[config.mk]
export PLATFORM = sky130hd
export DESIGN_NAME = spi_master_cfg
export DESIGN_NICKNAME = d
export VERILOG_FILES = /design/src/rtl/spi_pkg.sv /design/src/rtl/spi_clk_div.sv /design/src/rtl/spi_master_cfg.sv
export SDC_FILE = /design/constraint.sdc
export NUM_CORES = 1
export LEC_CHECK = 0
export BUFFER_PORTS_ARGS = -buffer_cell sky130_fd_sc_hd__buf_2
export CORE_MARGIN = 2
export CORE_UTILIZATION = 40
export CTS_BUF_LIST = sky130_fd_sc_hd__clkbuf_4 sky130_fd_sc_hd__clkbuf_8 sky130_fd_sc_hd__clkbuf_16
export DETAILED_ROUTE_END_ITERATION = 12
export GPL_TIMING_DRIVEN = 1
export HOLD_SLACK_MARGIN = 0.06
export SYNTH_ARGS = -nofsm -noshare
export SYNTH_HDL_FRONTEND = slang
export SYNTH_SLANG_ARGS = --single-unit
[constraint.sdc]
create_clock -name clk -period 3 [get_ports clk]
set_input_delay 0 -clock clk [delete_from_list [all_inputs] [get_ports clk]]
set_output_delay 0 -clock clk [all_outputs]
set_load 0.01 [all_outputs]
[src/rtl/spi_pkg.sv]
// Shared state encoding, SPI mode constants and sizing helper for the SPI master.
package spi_pkg;

    typedef enum logic [2:0] {
        IDLE,
        SETUP,
        XFER,
        HOLD,
        GAP
    } spi_state_e;

    // Modes are encoded as {CPOL, CPHA}
    localparam logic [1:0] SPI_MODE0 = 2'b00;
    localparam logic [1:0] SPI_MODE1 = 2'b01;
    localparam logic [1:0] SPI_MODE2 = 2'b10;
    localparam logic [1:0] SPI_MODE3 = 2'b11;

    function automatic int unsigned edge_cnt_w(input int unsigned data_w);
        return $clog2(2 * data_w + 1);
    endfunction

endpackage

[src/rtl/spi_clk_div.sv]
// Half-period tick generator for sclk; o_tick pulses for one clk every CLK_DIV enabled cycles.
module spi_clk_div #(
    parameter int unsigned CLK_DIV = 11
) (
    input  logic clk,
    input  logic rst,
    input  logic i_restart,
    input  logic i_en,
    output logic o_tick
);
    localparam int unsigned   CW   = (CLK_DIV > 1) ? $clog2(CLK_DIV) : 1;
    localparam logic [CW-1:0] LAST = CW'(CLK_DIV - 1);

    logic [CW-1:0] r_cnt;
    logic          w_wrap;

    assign w_wrap = (r_cnt == LAST);

    // Counter sits at zero while disabled so the first tick after a restart is a full half-period away
    always_ff @(posedge clk or posedge rst) begin
        if (rst) begin
            r_cnt <= '0;
        end else if (i_restart || !i_en || w_wrap) begin
            r_cnt <= '0;
        end else begin
            r_cnt <= r_cnt + 1'b1;
        end
    end

    assign o_tick = i_en && !i_restart && w_wrap;

endmodule

[src/rtl/spi_master_cfg.sv]
// Full-duplex SPI master with configurable width, mode, bit order, sclk divider and CS gap.
// sclk is a registered data output of the clk domain; nothing is clocked by it.
module spi_master_cfg
    import spi_pkg::*;
#(
    parameter int unsigned DATA_W    = 12,
    parameter int unsigned CLK_DIV   = 11,
    parameter bit          CPOL      = 1'b0,
    parameter bit          CPHA      = 1'b0,
    parameter bit          LSB_FIRST = 1'b1,
    parameter int unsigned CS_GAP    = 2
) (
    input  logic              clk,
    input  logic              rst,
    input  logic              newd,
    input  logic [DATA_W-1:0] din,
    output logic              ready,
    output logic              sclk,
    output logic              cs,
    output logic              mosi,
    input  logic              miso,
    output logic [DATA_W-1:0] dout,
    output logic              done
);
    localparam logic [1:0]    MODE        = {CPOL, CPHA};
    localparam bit            SAMPLE_LEAD = (MODE == SPI_MODE0) || (MODE == SPI_MODE2);
    localparam bit            SHIFT_LEAD  = (MODE == SPI_MODE1) || (MODE == SPI_MODE3);
    localparam int unsigned   EW          = edge_cnt_w(DATA_W);
    localparam logic [EW-1:0] LAST_EDGE   = EW'(2 * DATA_W);
    localparam int unsigned   GW          = (CS_GAP > 1) ? $clog2(CS_GAP) : 1;
    localparam logic [GW-1:0] GAP_LAST    = GW'(CS_GAP - 1);

    generate
        if (DATA_W < 2 || CLK_DIV < 1 || CS_GAP < 1) begin : g_bad_param
            $error("spi_master_cfg: need DATA_W>=2, CLK_DIV>=1, CS_GAP>=1");
        end
    endgenerate

    function automatic logic first_bit(input logic [DATA_W-1:0] w);
        return LSB_FIRST ? w[0] : w[DATA_W-1];
    endfunction

    function automatic logic [DATA_W-1:0] shift_out(input logic [DATA_W-1:0] w);
        return LSB_FIRST ? {1'b0, w[DATA_W-1:1]} : {w[DATA_W-2:0], 1'b0};
    endfunction

    function automatic logic [DATA_W-1:0] shift_in(input logic [DATA_W-1:0] w, input logic b);
        return LSB_FIRST ? {b, w[DATA_W-1:1]} : {w[DATA_W-2:0], b};
    endfunction

    spi_state_e        r_state;
    logic [EW-1:0]     r_edge;
    logic [GW-1:0]     r_gap;
    logic [DATA_W-1:0] r_tx;
    logic [DATA_W-1:0] r_rx;
    logic              r_sclk;
    logic              r_cs;
    logic              r_mosi;
    logic [DATA_W-1:0] r_dout;
    logic              r_done;

    logic              w_accept;
    logic              w_div_en;
    logic              w_tick;
    logic [EW-1:0]     w_edge_nxt;
    logic              w_lead;
    logic              w_sample;
    logic              w_shift;

    assign w_accept   = newd && (r_state == IDLE);
    assign w_div_en   = (r_state == SETUP) || (r_state == XFER) || (r_state == HOLD);
    assign w_edge_nxt = r_edge + 1'b1;
    assign w_lead     = w_edge_nxt[0];
    assign w_sample   = SAMPLE_LEAD ? w_lead : !w_lead;
    // With CPHA=0 the first bit is already on mosi at cs fall, so the final trailing edge has nothing to shift
    assign w_shift    = SHIFT_LEAD ? w_lead : (!w_lead && (w_edge_nxt != LAST_EDGE));

    spi_clk_div #(
        .CLK_DIV(CLK_DIV)
    ) u_div (
        .clk      (clk),
        .rst      (rst),
        .i_restart(w_accept),
        .i_en     (w_div_en),
        .o_tick   (w_tick)
    );

    always_ff @(posedge clk or posedge rst) begin
        if (rst) begin
            r_state <= IDLE;
            r_edge  <= '0;
            r_gap   <= '0;
            r_tx    <= '0;
            r_rx    <= '0;
            r_sclk  <= CPOL;
            r_cs    <= 1'b1;
            r_mosi  <= 1'b0;
            r_dout  <= '0;
            r_done  <= 1'b0;
        end else begin
            r_done <= 1'b0;
            case (r_state)
                IDLE: begin
                    if (w_accept) begin
                        r_state <= SETUP;
                        r_cs    <= 1'b0;
                        r_edge  <= '0;
                        r_rx    <= '0;
                        if (SHIFT_LEAD) begin
                            r_tx <= din;
                        end else begin
                            r_mosi <= first_bit(din);
                            r_tx   <= shift_out(din);
                        end
                    end
                end
                SETUP, XFER: begin
                    if (w_tick) begin
                        r_sclk <= ~r_sclk;
                        r_edge <= w_edge_nxt;
                        if (w_sample) begin
                            r_rx <= shift_in(r_rx, miso);
                        end
                        if (w_shift) begin
                            r_mosi <= first_bit(r_tx);
                            r_tx   <= shift_out(r_tx);
                        end
                        r_state <= (w_edge_nxt == LAST_EDGE) ? HOLD : XFER;
                    end
                end
                HOLD: begin
                    if (w_tick) begin
                        r_state <= GAP;
                        r_cs    <= 1'b1;
                        r_mosi  <= 1'b0;
                        r_dout  <= r_rx;
                        r_done  <= 1'b1;
                        r_gap   <= '0;
                    end
                end
                GAP: begin
                    if (r_gap == GAP_LAST) begin
                        r_state <= IDLE;
                    end else begin
                        r_gap <= r_gap + 1'b1;
                    end
                end
                default: r_state <= IDLE;
            endcase
        end
    end

    assign ready = (r_state == IDLE);
    assign sclk  = r_sclk;
    assign cs    = r_cs;
    assign mosi  = r_mosi;
    assign dout  = r_dout;
    assign done  = r_done;

endmodule

Word-level counts from Yosys, hierarchy flattened --
Cells that the tools add are included.
Storage, ports and cells: logic and storage cells 84, register bits 53, bits of input ports 16, output and inout port bits 17
Cells by class: bitwise logic cells 1, reduce and logical (&&, ||, !) cells 26, add/subtract/negate cells 3, eq/ne operators 13, mux-type cells 30
Operator list (count):
- $mux W12 | 6
- $pmux W12 S2 | 2
- $mux W3 | 4
- $pmux W3 S4 | 1
- $reduce_and A4 Y1 | 3
- $mux W1 | 10
- $mux W5 | 2
- $pmux W5 S2 | 1
- $eq A3 B2 Y1 const B | 2
- $ne A2 B1 Y1 const B | 3
- $ne A2 B2 Y1 const B | 3
- $reduce_and A2 Y1 | 3
- $reduce_and A3 Y1 | 2
- $reduce_bool A2 Y1 | 3
- $add A5 B1 Y5 const B | 1
- $eq A5 B5 Y1 const B | 1
- $ne A5 B5 Y1 const B | 1
- $reduce_and A5 Y1 | 1
- $add A4 B1 Y4 const B | 1
- $eq A4 B4 Y1 const B | 1
- $logic_and A1 B1 Y1 | 4
- $logic_or A1 B1 Y1 | 4
- $mux W4 | 1
- $pmux W1 S2 | 2
- 9 further kinds | 11

Longest topological paths before layout --
Gate-level depths: netlist of the first run.
depth after elaboration 7, mapped depth 9, depth with buffers taken out 7

Cells and area by module --
Synthesis of the first run repeated with hierarchy kept, for this count alone.
Unflattened totals: cell total of the unflattened synthesis 218, area total of the unflattened synthesis 2444.8 um^2
By module, submodules not included:
- spi_master_cfg | instances 1, cells an instance 200, area each 2235.9 um^2, seq. area each 1202.4 um^2
- spi_clk_div | instances 1, cells an instance 18, area each 209.0 um^2, seq. area each 100.1 um^2

Worst setup path after synthesis of the first run --
OpenSTA, ideal clock, no wires.
kind register -> register, start register u_div.r_cnt[0], end register r_edge[4], data required time 2931 ps, arrival time 2011 ps, slack 920 ps, clock period less this slack 2080 ps, buffers on the path 2, library setup time 69 ps, cell stages (with the launch flop) 10, cells stage by stage dfrtp_1 -> inv_1 -> ha_1 -> and3b_1 -> buf_4 -> nand2_2 -> a311o_1 -> buf_2 -> or4_1 -> nand3_1
On the way: longest elaborated chain between the ends 4
RTL lines:
- from (decl) | line spi_clk_div.sv:14 | logic [CW-1:0] r_cnt;
- from (signal assigned) | line spi_clk_div.sv:26 | r_cnt <= r_cnt + 1'b1;
- $eq A4 B4 Y1 | line spi_clk_div.sv:17 | assign w_wrap = (r_cnt == LAST);
- $logic_and A1 B1 Y1 | line spi_clk_div.sv:30 | assign o_tick = i_en && !i_restart && w_wrap;
- $ne A2 B1 Y1 (no line)
- $reduce_and A3 Y1 (no line)
- to (signal assigned) | line spi_master_cfg.sv:120 | r_edge <= w_edge_nxt;
- to (decl) | line spi_master_cfg.sv:52 | logic [EW-1:0] r_edge;
Every way passes these cells. A chain may end at the register's enable or synchronous reset.

Worst setup path in the final report of the first run --
start register u_div.r_cnt[0], end register r_rx[10]
On the way: longest elaborated chain between the ends 4
RTL lines:
- $eq A4 B4 Y1 | line spi_clk_div.sv:17
- $logic_and A1 B1 Y1 | line spi_clk_div.sv:30
- $ne A2 B1 Y1 (no line)
- $reduce_and A4 Y1 (no line)
- to (signal assigned) | line spi_master_cfg.sv:122 | r_rx <= shift_in(r_rx, miso);
- to (decl) | line spi_master_cfg.sv:55 | logic [DATA_W-1:0] r_rx;
Every way passes these cells.

==> metrics, run 1 <==
Die X=79.56 um; Clk pwr share=38.9%; sw power=237.5 uW; Non-Filler Instances=309; Finished Core Util=49.99%; worst slew pin tran=758.6 ps; power per cell area=442.1 mW/mm^2; Via density=5.291; vias in the first global route=1589; Initial Util=41.47%; YS warnings=0; post-CTS setup buffer count=0; Tot GR Track Use=15.47%; worst skew pair latency=300 ps; FFs w/ async S/R, synth=100.0%; first-pass detailed-route iteration total=4; Post-Route Skew=12.56 ps; syn_nets=212; Wirelength per Cell=14.11 um; share of cells above drive strength 1=27.00%; worst vdd ir=292.6 uV; leakage=0.001335 uW; Int Pwr=979.6 uW; total number of vias=1635; Die H=79.56 um; sw frac=19.51%; gpl congestion=0.8219; max-cap violations=0; I/O pin cnt=33; Post-DP HPWL=2917 um; CTS Sinks=52; Top FF cell, synth=dfrtp_1; Layout Area Growth over Synthesis=20.55%; Die Area=0.006329 mm^2; Tot Pwr=1217 uW; EDFF count, synth=0; Tcrit/Tclk final=81.46%; Nets=255; ANT nets after route=0; antenna violations before repair=0; Combinational Power Share=3.2%; first-pass GRT wire length=7665 um; initial drt markers=78; Synth top area share=55.89%; crit path max fanout=13; startpoint class of the critical path=flip-flop; fmax=409.2 MHz; n_diodes=0; cells after synthesis=193; CP Class=reg -> reg; Synth area leader=dfrtp_1; final setup violating endpoints=0; Syn Area/Cell=11.83 um^2; IO buf count=32; Slew Limit Fails=0; CTS tree=yes; Core Area=0.005507 mm^2; global route overflow=0; min cycle time layout=2444 ps; area of placed instances=0.002511 mm^2; status=finished, final reports clean; Inserted Clock Buffers=5; clock slew at reported path FFs=90 ps; Worst EP required=3240 ps; DR DRC count=0; synth top area cells=dfrtp_1 56%, mux2_2 6.4%, a22o_1 4.6%; Syn Std Cell Area=0.002283 mm^2; largest net degree at the start of global routing=34; crit end category=flip-flop; sequential share of the synthesized area=57.04%; Final Hold Fails=0; Tightest Hold Check Type=in -> reg; total negative slack=0 ps; RSZ-0062 raised after global routing=false; CTS Root Cell=clkbuf_8; Max clock buf depth=2; H-tree level count=2; post-synthesis register bit count=52; sequential power share=57.9%; Rel. slew slack=49.15%; row cnt=27; DRT Wirelength=4359 um; fin area=0.002753 mm^2; Worst EP arrival=2680 ps; placed cells=288; Unique masters post-synth=41
[through the flow]
stage	setup WS (ps)	hold slack, ps
finish	556.2	91.01
global route	345.1	99.10
CTS	545.7	90.18
detailed placement	561.0	140.9
global placement	598.1	138.8
floorplan	920.1	139.9
[cell families after synthesis]
group	after synthesis	share of synthesized area, %
mux	14	6.849
compound gates	57	18.63
simple gates	43	10.14
fa+ha+maj	4	2.082
buf+inv	18	3.343
flops	52	57.04
xor+xnor	5	1.918
[sequential cells by signal (all words and copies together) (netlist names)]
name         flops
r_gap            1
done             1
cs               1
mosi             1
dout            12
r_rx            12
sclk             1
r_state          3
u_div.r_cnt      4
r_tx            11
r_edge           5
[repair_timing]
action | in CTS | in global routing
endpoints found under the hold margin | 44 | 0
hold buffers | 13 | 0
gates resized for setup | 0 | 0
[synthesized netlist by cell type (all sizes together) (3+ instances only)]
library cell	number
mux2	13
nand2b	4
nand3	5
a21o	3
nand2	9
a21oi	6
nor2	9
a22oi	10
o21ai	8
buf	5
a22o	12
ha	3
o2bb2ai	11
inv	5
nor3	4
xnor2	3
clkbuf	8
dfrtp	51
[critical path: stages (launching register included)]
cell	delay (ps)
dfrtp_1	410
inv_1	70
ha_1	150
and3b_1	280
nand2_2	110
a311o_1	450
nor3_2	660
a22o_1	250
[area by class of cell]
cell class	count	area, um^2
tap	72	90.09
timing repair buffer	49	320.3
sequential	52	1303
multi-input combinational	123	909.6
clock buffer	6	76.32
inverter	5	18.77
fill	498	2754
clock inverter	2	35.03
[power groups by stage]
stage / combinational [uW] / sequential [uW] / clock (uW)
5_1_grt: 44.8 / 705 / 517
3_3_place_gp: 27.3 / 718 / 0
6_report: 39.4 / 704 / 473
2_1_floorplan: 12.2 / 717 / 0
4_1_cts: 40.9 / 704 / 493
3_5_place_dp: 28.1 / 718 / 0
[cells in the final DEF, fill, tap and decap left out, types with 2 or more instances in the layout]
cell and instances:
o21ai_0 8, a21oi_1 6, nor2b_1 2, nand2b_1 4, dfrtp_1 51, o2bb2ai_1 11
buf_4 4, xnor2_1 3, a21o_1 3, nor2_1 9, o31ai_1 2, dlygate4sd3_1 13
buf_2 32, xor2_1 2, mux2_2 13, nand2_1 8, nand3b_1 2, nor3_1 2
clkbuf_8 5, inv_1 4, nand3_1 5, ha_1 3, a22o_1 12, a22oi_1 10
nor3_2 2
[path summary, 6_finish.rpt]
path                                start       end  slack, ps  depth (start not counted)
max                        u_div.r_cnt[0]  r_rx[10]        560                          7
min                                din[0]      mosi         90                          4
max reg2reg                u_div.r_cnt[0]  r_rx[10]        560                          7
min reg2reg                          sclk      sclk        470                          1
max in group asynchronous             rst        cs       1890                          4
min in group asynchronous             rst   r_rx[0]        340                          3
[layer usage]
| layer | share of wire (%) | up-vias | GRT usage [%] |
|---|---|---|---|
| li1 | - | 792 | - |
| met1 | 50 | 798 | 22.76 |
| met5 | 0 | - | 0 |
| met3 | 4.2 | 9 | 2.828 |
| met2 | 44 | 36 | 22.77 |
| met4 | 1.6 | 0 | 5.690 |
(Power assumes the default switching activity.)
==> inputs of run 2 (changes only) <==
==> constraint.sdc (replaced) <==
create_clock -name clk -period 2.36 [get_ports clk]
set_input_delay 0 -clock clk [delete_from_list [all_inputs] [get_ports clk]]
set_output_delay 0 -clock clk [all_outputs]
set_load 0.01 [all_outputs]
==> run 2 against run 1 <==
  * Total power up 21%
  * Sequential power up 27%
  * Die area did not move
  * Cell count up 1.3%
  * Clock power grew 11%
  * Sequential cell count unchanged
  * Count of clock-buffer cells in the layout unchanged
  * First-iteration DRC count is 18% higher
  * Register-to-register slack got worse by 390 ps
  * Highest routed layer unchanged
==> metrics, run 2 (synthesis results as in run 1) <==
total number of vias=1643 (+0.49%); IO buf count=32 (unchanged); power per cell area=530.5 mW/mm^2 (+20%); CTS tree=yes; first-pass GRT wire length=7714 um (+0.64%); setup ws final=170.4 ps (-385.8 ps); worst setup path end=r_rx[2]; crit path max fanout=12 (-1); Tightest Hold Check Type=in -> reg; crit end category=flip-flop; Worst EP arrival=2380 ps (-300 ps); initial drt markers=92 (+18%); global route overflow=0 (unchanged); RSZ-0062 raised after global routing=false; largest net degree at the start of global routing=30 (-12%); vias in the first global route=1578 (-0.69%); n_diodes=0 (unchanged); Inserted Clock Buffers=5 (unchanged); commonest cells after routing, fill and taps aside=51 x dfrtp_1, 32 x buf_2, 13 x mux2_2, 13 x dlygate4sd3_1, 12 x a22o_1; Die X=79.56 um (unchanged); CTS Root Cell=clkbuf_8; Wirelength per Cell=14.46 um (+2.5%); min cycle time layout=2190 ps (-254.2 ps); row cnt=27 (unchanged); antenna violations before repair=0 (unchanged); Post-Route Skew=7.668 ps (-4.897 ps); critical path's slowest cell=a311o_1; Tcrit/Tclk final=92.78% (+11 points); Slew Limit Fails=0 (unchanged); Layout Area Growth over Synthesis=21.37%; DRT Wirelength=4526 um (+3.8%); status=finished, final reports clean; Die Area=0.006329 mm^2 (unchanged); fmax=456.7 MHz (+12%); Reg2Reg Depth=7 (unchanged); Post-DP HPWL=3003 um (+2.9%); H-tree level count=2 (unchanged); Core Area=0.005507 mm^2 (unchanged); Rel. slew slack=60.98% (+12 points); pre-CTS setup slack=170.5 ps (-390.5 ps); worst skew pair latency=300 ps (about the same); placed cells=292 (+1.4%); Nets=259 (+1.6%); Initial Util=41.47% (unchanged); Final Hold Fails=0 (unchanged); Max stage delay on crit path=460 ps (-200 ps); Worst Setup SP=u_div.r_cnt[0]; CP Class=reg -> reg; worst hold slack=73.22 ps (-17.78 ps); Finished Core Util=50.33% (+0.34 points); total negative slack=0 ps (unchanged); Die H=79.56 um (unchanged); critical-path cell list=inv_1, ha_1, and3b_1, nand2_2, a311o_1, a21o_1, a22o_1; first-pass detailed-route iteration total=4 (unchanged); Non-Filler Instances=313 (+1.3%); worst vdd ir=490.2 uV (+68%); Critical R2R Launch=u_div.r_cnt[0]; Fillers=509 (+2.2%); R2R setup slack=170 ps (-390 ps); reg2reg end=r_rx[2]; Tot GR Track Use=15.55% (+0.082 points); DR DRC count=0 (unchanged); gpl congestion=0.7862 (-4.3%); worst slew pin tran=584.5 ps (-174.1 ps); Via density=5.249 (-0.79%); share of cells above drive strength 1=28.63% (+1.6 points); startpoint class of the critical path=flip-flop; max-cap violations=0 (unchanged); commonest non-fill, non-tap cell in the layout=dfrtp_1; ANT nets after route=0 (unchanged); Worst EP required=2550 ps (-690 ps); final setup violating endpoints=0 (unchanged); leakage=0.001340 uW (+0.37%); Max clock buf depth=2 (unchanged); CTS Sinks=52 (unchanged); I/O pin cnt=33 (unchanged); clock slew at reported path FFs=90 ps (about the same)
==> run 2: changes by cell type in the layout (fill, tap and decap cells not counted), sizes merged <==
cell	before	now
bufinv	1	0
clkinv	1	0
buf	36	40
clkinvlp	0	2
==> run 2: how the worst min path moves through the flow <==
stage,startpoint,cells after the start,slack [ps],end
after detailed placement,rst,2,100,r_tx[10]
after CTS,newd,4,60,cs
after floorplan,miso,1,140,r_rx[11]
after global routing,newd,4,90,cs
after global placement,rst,2,110,r_tx[10]
final,newd,4,70,cs
==> run 2: where the power goes <==
part / switching [uW] / internal (uW)
Sequential: 2.23 / 893
Combinational: 24.6 / 27.0
Clock: 286 / 238
Total: 313 / 1160
==> run 2: layout make-up <==
| cell class | count | area [um^2] | area share [%] |
|---|---|---|---|
| Sequential cell | 52 | 1303 | 47.00 |
| Inverter | 5 | 18.77 | 0.6772 |
| Clock buffer | 6 | 82.58 | 2.980 |
| Clock inverter | 2 | 15.01 | 0.5418 |
| Tap cell | 72 | 90.09 | 3.251 |
| Multi-Input combinational cell | 123 | 912.1 | 32.91 |
| Timing Repair Buffer | 53 | 350.3 | 12.64 |
==> run 2: worst max-delay path: cells and delay by family, from the launching register on <==
family                     cells  cell delay, ps
AOI/OAI and AO/OA              3            1050
DFF                            1             420
buffers and inverters          1              70
adders and majority gates      1             150
and+or+nand+nor                2             380
==> run 2: repair_timing <==
action                                  4_1_cts  5_1_grt
hold endpoints to repair                     39        0
hold buffers                                 13        0
buffers inserted                              0        0
gates resized for setup                       0        1
endpoints found under the setup margin        0        2
==> run 2: stage by stage <==
| step | total power (uW) | instance area [um^2] |
|---|---|---|
| 2_1_floorplan | 927.5 | 2283 |
| 5_1_grt | 1538 | 2771 |
| 4_1_cts | 1498 | 2769 |
| 3_3_place_gp | 949.4 | 2541 |
| 6_report | 1470 | 2771 |
| 3_5_place_dp | 949.6 | 2541 |
==> run 2: routing by layer <==
metal  GRT usage (%)  up-vias  part of all wire (%)
li1                -      800                     -
met1           22.18      807                    50
met2           22.61       28                    45
met3           3.846        8                   3.4
met4           6.379        0                   1.8
met5               0        -                     0
==> inputs of run 3 (changes only) <==
--- a/config.mk
+++ b/config.mk
@@ -6,12 +6,16 @@
 export NUM_CORES = 1
 export LEC_CHECK = 0
 export BUFFER_PORTS_ARGS = -buffer_cell sky130_fd_sc_hd__buf_2
+export CELL_PAD_IN_SITES_DETAIL_PLACEMENT = 0
+export CELL_PAD_IN_SITES_GLOBAL_PLACEMENT = 1
 export CORE_MARGIN = 2
 export CORE_UTILIZATION = 40
 export CTS_BUF_LIST = sky130_fd_sc_hd__clkbuf_4 sky130_fd_sc_hd__clkbuf_8 sky130_fd_sc_hd__clkbuf_16
 export DETAILED_ROUTE_END_ITERATION = 12
 export GPL_TIMING_DRIVEN = 1
 export HOLD_SLACK_MARGIN = 0.06
+export MAX_ROUTING_LAYER = met4
+export PLACE_DENSITY_LB_ADDON = 0.1
 export SYNTH_ARGS = -nofsm -noshare
 export SYNTH_HDL_FRONTEND = slang
 export SYNTH_SLANG_ARGS = --single-unit
==> run 3 against run 2 <==
  * Sequential cell count is the same
  * Design area grew 0.27%
  * Via count grew 3.0%
  * Critical path depth is the same
  * Core utilization grew 0.14 points
  * Total power shrank 0.25%
  * Setup slack lost 21 ps
  * Clock power is essentially flat
  * Largest power group unchanged
  * Die area is the same
  * Sequential share of layout area shrank 0.13 points
  * Cell count grew 0.32%
==> metrics, run 3 (synthesis results as in run 1) <==
total negative slack=0 ps (unchanged); crit end category=flip-flop; gpl congestion=0.7682 (-2.3%); Tightest Hold Check Type=in -> reg; global route overflow=0 (unchanged); share of cells above drive strength 1=29.34% (+0.71 points); Die H=79.56 um (unchanged); ANT nets after route=0 (unchanged); power per cell area=527.8 mW/mm^2 (-0.52%); setup ws final=149.5 ps (-20.93 ps); CTS tree=yes; Max clock buf depth=2 (unchanged); Die X=79.56 um (unchanged); final setup violating endpoints=0 (unchanged); RSZ-0062 raised after global routing=false; DRT Wirelength=4608 um (+1.8%); min cycle time layout=2211 ps (+20.93 ps); crit path max fanout=12 (unchanged); Fillers=512 (+0.59%); row cnt=27 (unchanged); Slew Limit Fails=0 (unchanged); Post-DP HPWL=3097 um (+3.2%); CP Class=reg -> reg; Post-Route Skew=7.464 ps (-0.2035 ps); worst vdd ir=277.5 uV (-43%); commonest non-fill, non-tap cell in the layout=dfrtp_1; post-CTS setup buffer count=0 (unchanged); worst slew pin tran=537.4 ps (-47.12 ps); first-pass detailed-route iteration total=4 (unchanged); worst skew pair latency=300 ps (about the same); Nets=260 (+0.39%); CTS Root Cell=clkbuf_8; Die Area=0.006329 mm^2 (unchanged); Wirelength per Cell=14.68 um (+1.5%); CTS Sinks=52 (unchanged); total number of vias=1692 (+3.0%); IO buf count=32 (unchanged); antenna violations before repair=0 (unchanged); Layout Area Growth over Synthesis=21.70%; status=finished, final reports clean; Inserted Clock Buffers=5 (unchanged); max-cap violations=0 (unchanged); I/O pin cnt=33 (unchanged); startpoint class of the critical path=flip-flop; Initial Util=41.47% (unchanged); initial drt markers=81 (-12%); Rel. slew slack=64.12% (+3.1 points); Worst EP arrival=2450 ps (+70 ps); first-pass GRT wire length=7866 um (+2.0%); commonest cells after routing, fill and taps aside=51 x dfrtp_1, 32 x buf_2, 14 x dlygate4sd3_1; fmax=452.4 MHz (-0.95%); vias in the first global route=1629 (+3.2%); largest net degree at the start of global routing=30 (unchanged); Final Hold Fails=0 (unchanged); H-tree level count=2 (unchanged); Tot Pwr=1467 uW (-0.25%); clock slew at reported path FFs=100 ps (about the same); n_diodes=0 (unchanged); pre-CTS setup slack=89.00 ps (-81.51 ps); leakage=0.001347 uW (+0.52%); DR DRC count=0 (unchanged); Via density=5.389 (+2.7%); Tcrit/Tclk final=93.67% (+0.89 points); Core Area=0.005507 mm^2 (unchanged); Finished Core Util=50.47% (+0.14 points); Tot GR Track Use=16.29% (+0.74 points); Worst EP required=2600 ps (+50 ps)
## run 3: cell count changes in the layout (fill, tap and decap cells not counted), sizes merged
cell,before,now
clkinv,0,1
dlygate4sd3,13,14
clkinvlp,2,1
## run 3: per-layer routing
metal | GRT usage [%] | routed length, um
met4 | 4.138 | 46
met5 | - | 0
met3 | 3.846 | 198
met1 | 21.71 | 2199
met2 | 25.29 | 2164
## run 3: layout make-up
cell class | count | area, um^2 | area share (%)
clock inverters | 2 | 16.27 | 0.5853
flip-flops and latches | 52 | 1303 | 46.87
well taps | 72 | 90.09 | 3.242
repair buffers | 54 | 360.3 | 12.97
multi-input cells | 123 | 914.6 | 32.91
clock buffers | 6 | 76.32 | 2.747
inverters | 5 | 18.77 | 0.6754
## run 3: critical path, cell delays in order, from the launching register on
cell and delay (ps):
dfrtp_1 420, inv_1 70, ha_1 150, and3b_1 290, nand2_2 120, a311o_2 490
or4_1 520, nand3_1 90
## run 3: final timing paths
kind | slack, ps | endpoint | cells past startpoint | start
setup / recovery | 150 | r_edge[4] | 7 | u_div.r_cnt[0]
hold / removal | 70 | mosi | 4 | din[0]
setup reg to reg | 150 | r_edge[4] | 7 | u_div.r_cnt[0]
hold reg to reg | 470 | sclk | 1 | sclk
max in group asynchronous | 1320 | r_rx[0] | 4 | rst
min in group asynchronous | 280 | r_tx[10] | 3 | rst
## run 3: where the power goes
| group | internal, uW | total, uW | switching, uW |
|---|---|---|---|
| registers | 893 | 895 | 2.18 |
| logic | 27.0 | 51.6 | 24.6 |
| clock network | 223 | 520 | 297 |
| total | 1140 | 1470 | 324 |
## run 3: repair_timing
item,4_1_cts,5_1_grt
resized for setup,0,3
hold buffers,14,0
hold endpoints to repair,35,0
setup endpoints to repair,0,25
## run 3: stage by stage
stage          hold slack [ps]  cell area (um^2)  std cells
2_1_floorplan            139.9              2283        193
3_3_place_gp             54.69              2541        292
3_5_place_dp             82.50              2541        292
4_1_cts                  62.18              2774        314
5_1_grt                  84.50              2779        314
6_report                 69.34              2779        314
